<file path="config.mk">
export PLATFORM = sky130hd
export DESIGN_NAME = cla_nibble_serial_sub
export DESIGN_NICKNAME = d
export VERILOG_FILES = /design/src/rtl/cla_nibble_serial_sub.sv
export SDC_FILE = /design/constraint.sdc
export NUM_CORES = 1
export LEC_CHECK = 0
export BUFFER_PORTS_ARGS = -buffer_cell sky130_fd_sc_hd__buf_2
export CAP_MARGIN = 15
export CORE_ASPECT_RATIO = 1.4
export CORE_UTILIZATION = 25
export DETAILED_ROUTE_END_ITERATION = 8
export SYNTH_ARGS = -nofsm -noshare
export SYNTH_HDL_FRONTEND = slang
export SYNTH_SLANG_ARGS = --single-unit
</file>
<file path="constraint.sdc">
create_clock -name clk -period 1.7 [get_ports clk]
set_input_delay 0.17 -clock clk [delete_from_list [all_inputs] [get_ports clk]]
set_output_delay 0.17 -clock clk [all_outputs]
set_load 0.02 [all_outputs]
</file>
<file path="src/rtl/cla_nibble_serial_sub.sv">
// Nibble-serial multi-word subtractor: 4-bit borrow-lookahead per nibble, borrow
// carried between nibbles in a register, registered valid/ready result stream.
module cla_nibble_serial_sub #(
  parameter int unsigned NIBBLES = 4
) (
  input  logic       clk,
  input  logic       rst,
  input  logic       in_valid,
  output logic       in_ready,
  input  logic       in_first,
  input  logic       in_bin,
  input  logic [3:0] in_a,
  input  logic [3:0] in_b,
  output logic       out_valid,
  input  logic       out_ready,
  output logic [3:0] out_d,
  output logic       out_last,
  output logic       out_bout,
  output logic       out_zero,
  output logic       err
);

  localparam int unsigned CNT_W = (NIBBLES > 1) ? $clog2(NIBBLES) : 1;
  localparam logic [CNT_W-1:0] LAST_IDX = CNT_W'(NIBBLES - 1);

  typedef enum logic {IDLE, BUSY} state_e;

  state_e           state_q, state_d;
  logic [CNT_W-1:0] idx_q, idx_d;
  logic             borrow_q, borrow_d;
  logic             zero_acc_q, zero_acc_d;
  logic             err_q, err_d;
  logic             out_valid_q, out_valid_d;
  logic [3:0]       out_d_q, out_d_d;
  logic             out_last_q, out_last_d;
  logic             out_bout_q, out_bout_d;
  logic             out_zero_q, out_zero_d;

  logic       accept;
  logic       bi;
  logic [3:0] g, p;
  logic [4:0] bc;
  logic [3:0] diff;
  logic       bout;
  logic       diff_zero;

  assign in_ready = !out_valid_q || out_ready;
  assign accept   = in_valid && in_ready;

  // Borrow-in select and expanded 4-bit borrow lookahead
  always_comb begin
    bi = borrow_q;
    if (state_q == IDLE) begin
      bi = in_first ? in_bin : 1'b0;
    end else if (in_first) begin
      bi = in_bin;
    end
    g = ~in_a & in_b;
    p = ~(in_a ^ in_b);
    bc[0] = bi;
    bc[1] = g[0] | (p[0] & bi);
    bc[2] = g[1] | (p[1] & g[0]) | (p[1] & p[0] & bi);
    bc[3] = g[2] | (p[2] & g[1]) | (p[2] & p[1] & g[0]) | (p[2] & p[1] & p[0] & bi);
    bc[4] = g[3] | (p[3] & g[2]) | (p[3] & p[2] & g[1]) | (p[3] & p[2] & p[1] & g[0])
          | (p[3] & p[2] & p[1] & p[0] & bi);
    diff      = in_a ^ in_b ^ bc[3:0];
    bout      = bc[4];
    diff_zero = (diff == 4'd0);
  end

  // Next-state and output register logic
  always_comb begin
    state_d     = state_q;
    idx_d       = idx_q;
    borrow_d    = borrow_q;
    zero_acc_d  = zero_acc_q;
    err_d       = err_q;
    out_valid_d = out_valid_q;
    out_d_d     = out_d_q;
    out_last_d  = out_last_q;
    out_bout_d  = out_bout_q;
    out_zero_d  = out_zero_q;

    if (accept) begin
      out_valid_d = 1'b1;
      out_d_d     = diff;
      out_last_d  = 1'b0;
      out_bout_d  = 1'b0;
      out_zero_d  = 1'b0;
      borrow_d    = bout;
      if ((state_q == IDLE && !in_first) || (state_q == BUSY && in_first)) begin
        err_d = 1'b1;
      end
      if (state_q == IDLE || in_first) begin
        // Start (or abortive restart) of a word
        state_d    = BUSY;
        idx_d      = CNT_W'(1);
        zero_acc_d = diff_zero;
      end else if (idx_q == LAST_IDX) begin
        state_d    = IDLE;
        idx_d      = '0;
        zero_acc_d = 1'b1;
        out_last_d = 1'b1;
        out_bout_d = bout;
        out_zero_d = zero_acc_q & diff_zero;
      end else begin
        idx_d      = idx_q + CNT_W'(1);
        zero_acc_d = zero_acc_q & diff_zero;
      end
    end else if (out_ready) begin
      out_valid_d = 1'b0;
    end
  end

  always_ff @(posedge clk or posedge rst) begin
    if (rst) begin
      state_q     <= IDLE;
      idx_q       <= '0;
      borrow_q    <= 1'b0;
      zero_acc_q  <= 1'b1;
      err_q       <= 1'b0;
      out_valid_q <= 1'b0;
      out_d_q     <= 4'd0;
      out_last_q  <= 1'b0;
      out_bout_q  <= 1'b0;
      out_zero_q  <= 1'b0;
    end else begin
      state_q     <= state_d;
      idx_q       <= idx_d;
      borrow_q    <= borrow_d;
      zero_acc_q  <= zero_acc_d;
      err_q       <= err_d;
      out_valid_q <= out_valid_d;
      out_d_q     <= out_d_d;
      out_last_q  <= out_last_d;
      out_bout_q  <= out_bout_d;
      out_zero_q  <= out_zero_d;
    end
  end

  assign out_valid = out_valid_q;
  assign out_d     = out_d_q;
  assign out_last  = out_last_q;
  assign out_bout  = out_bout_q;
  assign out_zero  = out_zero_q;
  assign err       = err_q;

endmodule

</file>
=== Word level (Yosys, flattened, before mapping) ===
Index checks and enable logic that the tools add are counted.

* Add/subtract/negate cells: 1
* Equal/unequal tests: 1
* Multiplexer cells: 17
* Bitwise logic cells: 33
* Reduce and logical (&&, ||, !) cells: 13

{| class="wikitable"
|+ Operators by type and width
! kind !! number
|-
| $and A1 B1 Y1 || 17
|-
| $mux W1 || 15
|-
| $or A1 B1 Y1 || 10
|-
| $not A4 Y4 || 2
|-
| $xor A4 B4 Y4 || 2
|-
| $and A4 B4 Y4 || 1
|-
| $logic_not A4 Y1 || 1
|-
| $mux W2 || 2
|-
| $reduce_and A2 Y1 || 2
|-
| $reduce_bool A2 Y1 || 2
|-
| $logic_and A1 B1 Y1 || 3
|-
| $logic_or A1 B1 Y1 || 3
|-
| $add A2 B1 Y2 const B || 1
|-
| $eq A2 B2 Y1 const B || 1
|-
| $logic_not A1 Y1 || 2
|-
| $not A1 Y1 || 1
|}

* Flip-flop bits (word level): 14
* Output and inout port bits: 10
* Logic and storage cells: 75

=== Logic depth before layout (Yosys ltp) ===
* Depth in word-level cells: 11
* Mapped depth: 7

=== Worst setup path after synthesis ===
Ideal clock, no wire load.

* Kind: register to register
* Start point: reg state_q
* End point: reg zero_acc_q
* Library setup time: 77 ps
* Data arrival time: 1483 ps
* Data required time: 1623 ps
* Setup slack: 140 ps
* Cell stages (with the launch flop): 8
* Path buffers: 0
* Cell sequence: dfrtp_1 nand3b_4 and2_2 fa_1 xor2_1 nor2_1 nand3_1 a31oi_1

* Longest elaborated chain between the ends: 8
* Elaborated cells between the ends (all ways): 14
* Classes of those cells: mux: 3; bitwise: 9; reduce/logical: 2

{| class="wikitable"
|+ RTL lines
! item !! RTL line !! text
|-
| start, declared || 28 || <nowiki>state_e state_q, state_d;</nowiki>
|-
| start signal, assigned || 128 || <nowiki>state_q <= state_d;</nowiki>
|-
| $mux W1 || 53 || <nowiki>if (state_q == IDLE) begin</nowiki>
|-
| $and A1 B1 Y1 (on tied branches) || 61, 62, 63 ||
|-
| $or A1 B1 Y1 (on tied branches) || 61, 62, 63 ||
|-
| $xor A4 B4 Y4 || 66 || <nowiki>diff = in_a ^ in_b ^ bc[3:0];</nowiki>
|-
| $logic_not A4 Y1 || 68 || <nowiki>diff_zero = (diff == 4'd0);</nowiki>
|-
| $and A1 B1 Y1 || 108 || <nowiki>zero_acc_d = zero_acc_q & diff_zero;</nowiki>
|-
| $mux W1 || 99 || <nowiki>end else if (idx_q == LAST_IDX) begin</nowiki>
|-
| $mux W1 (*) || 94 || <nowiki>if (state_q == IDLE || in_first) begin</nowiki>
|-
| end signal, assigned || 131 || <nowiki>zero_acc_q <= zero_acc_d;</nowiki>
|-
| end, declared || 31 || <nowiki>logic zero_acc_q, zero_acc_d;</nowiki>
|}

Every way passes the cells marked *; elsewhere a longest branch is shown, timed or not.
A chain may end at the register's enable or synchronous reset.

=== Worst setup path in the final report ===
Ends and elaborated chain as after synthesis.

==> results by group <==
Status
  • Status: finished, final reports clean

Timing
  • Hold Slack: 142 ps
  • Final hold vios: 0
  • Fin. max-slew vios: 0
  • Max_slew headroom: 64.3%
  • Setup TNS: 0 ps
  • F_max: 619 MHz
  • Fin Clk Skew: 3.36 ps
  • Worst-Margin Slew: 534 ps
  • RSZ-0062 raised after global routing: true
  • Final setup vio count: 0
  • Minimum clock period: 1610 ps
  • Fin crit share: 95.0%

Floorplanning
  • Core Box Area: 0.00309 mm²
  • Die ar.: 0.00348 mm²
  • Die height: 69.4 µm
  • Die span in x: 50.2 µm
  • Row cnt: 24
  • Starting Density: 26.3%
  • IO Pins: 24

Yosys
  • Synth Area in Simple Gates: 20.8%
  • Mux cell area share after synthesis: 0%
  • Largest area contributor in the netlist: dfrtp_1
  • Post-synthesis register bit count: 14
  • Ys async rst share: 100%
  • Post-synth EDFFs: 0
  • Post-synthesis adder-cell area fraction: 13.3%
  • Synth Area in Compound Gates: 15.7%
  • Predominant post-synthesis flop cell: dfrtp_1
  • Cell variety after synth: 30
  • Sequential area share after synthesis: 43.3%
  • Syn avg cell area: 9.12 µm²
  • Largest family of logic cells by synthesized area: simple AND/OR/NAND/NOR gates
  • Synth warn: 0
  • Synth area leaders: dfrtp_1, ha_1, nand2_1, o21ai_0, inv_1
  • Post-Syn Nets: 111
  • Post-Syn Area: 812 µm²
  • Share of the synthesized area in the top cell type: 40.1%
  • Post-synth top cells: nand2_1, dfrtp_1, inv_1
  • Count leader, synth: nand2_1
  • Xor/xnor cell area share of the yosys netlist: 2.16%
  • Synthesized instance count: 89

CTS
  • CTS tree: done
  • CTS max path bufs: 2
  • Clk sinks: 14
  • CTS Buf Count: 3
  • Clock latency on the worst-skew pair: 250 ps
  • H-tree Lvls: 1
  • Clock slew at reported path FFs: 60 ps
  • Root buf cell: clkbuf_8

Power
  • Power Dens Cells: 1050 mW/mm²
  • Leakage: 0.533 nW
  • Worst vdd ir: 0.398 mV
  • Total power: 1.12 mW

Finish
  • Synthesis-to-finish area growth: 31.9%
  • Layout Nets: 143
  • Diodes inserted: 0
  • Max FFs per register: 4
  • Layout Cells excl Fill: 159
  • Final core utilization: 34.6%
  • Proportion of layout cells with a drive suffix above 1: 30.8%

Flow run
  • # Max-Cap Violations: 0

Global routing
  • Vias in the first global route: 647
  • Initial antenna violation count: 0
  • GR Util All Layers: 10.7%
  • Total grt overflow: 0
  • First-pass GRT wire length: 2830 µm
  • Largest net degree at the start of global routing: 16

Detailed routing
  • Routed len/inst: 10.6 µm
  • Vias per cell: 4.42
  • WL final: 1680 µm
  • Post-route ant nets: 0
  • Via count: 703
  • Drt first pass iters: 4
  • Drt drc: 0
  • DRT iter0 DRCs: 7

Place
  • Detailed placement HPWL: 1320 µm
  • Number of port buffers: 23
  • Placed insts: 149
  • GPL Wtd Cong: 0.701

Worst hold path
  • Worst hold path class: in2reg

Setup path
  • Critical path class: reg2reg
  • CP max FO: 2
  • Data arrival, critical path: 1790 ps
  • Critical Path RT: 1870 ps
  • R2R setup slack: 90 ps
  • Crit path capture type: register
  • Critical Path Source Type: register
[critical path: stages (launching register included)]
cell and delay, ps:
dfrtp_1 400, nand3b_4 90, and2_4 140, fa_2 370, xor2_2 160, nor2_1 110
nand3_1 120, a31oi_1 150
[per-layer routing]
| metal | track usage [%] | part of all wire (%) | vias to the layer above | wire length (µm) |
|---|---|---|---|---|
| met5 | 0 | 0 | - | 0 |
| met4 | 6.67 | 2.5 | 0 | 42 |
| met3 | 1.54 | 4.4 | 5 | 74 |
| met2 | 17.0 | 49 | 21 | 824 |
| met1 | 13.1 | 44 | 315 | 739 |
| li1 | - | - | 362 | - |
[placed cells by master (no fill, tap or decap), drive strengths merged]
cell type and count:
a21o 1, o31ai 1, a211oi 2, nand3b 1
and2 2, o21a 1, nand3 2, xnor2 1
a21oi 2, a32o 1, nor2 7, o211ai 1
clkbuf 4, nand4 2, ha 7, xor2 1
or2 1, nand2 18, inv 8, dfrtp 13
o211a 1, dfstp 1, buf 28, a31oi 1
fa 1, dlygate4sd3 1, nand2b 2, o21ai 8
o22ai 1
[final timing paths]
check / from / to / cells past startpoint
setup / recovery: state_q / zero_acc_q / 7
max in group asynchronous: rst / zero_acc_q / 3
hold / removal: in_valid / out_valid / 2
setup reg to reg: state_q / zero_acc_q / 7
hold reg to reg: err / err / 1
min in group asynchronous: rst / err / 3
[through the flow]
step / instance area, µm² / worst slack [ps]
3_5_place_dp: 967 / -24.8
6_report: 1070 / 85.7
3_3_place_gp: 967 / -18.9
2_1_floorplan: 812 / 140
4_1_cts: 1040 / 7.74
5_1_grt: 1070 / -14.0
[layout make-up]
class,instances,area [µm²]
fillers,332,2020
clock buffers,4,45.0
multi-input cells,65,433
well taps,39,48.8
flip-flops and latches,14,352
inverters,8,30.0
repair buffers,29,163
[kinds of logic after synthesis]
logic type | count (synthesis)
and+or+nand+nor | 35
AOI/OAI and AO/OA | 20
DFF | 14
buffers and inverters | 10
adders and majority gates | 8
xor gates and xnor gates | 2
[where the power goes]
group	leakage (nW)	internal [mW]	switching (mW)
registers	0.165	0.409	0.0476
clock network	0.0228	0.166	0.115
logic	0.345	0.178	0.207
total	0.533	0.752	0.370
[what timing repair did]
item / 4_1_cts / 5_1_grt
cloned: 0 / 0
setup endpoints to repair: 2 / 2
pin swaps: 2 / 4
hold buffers: 1 / 0
buffers inserted: 2 / 3
endpoints found under the hold margin: 13 / 0
gates resized for setup: 1 / 2
No activity file was read; power rests on OpenSTA's default activity.
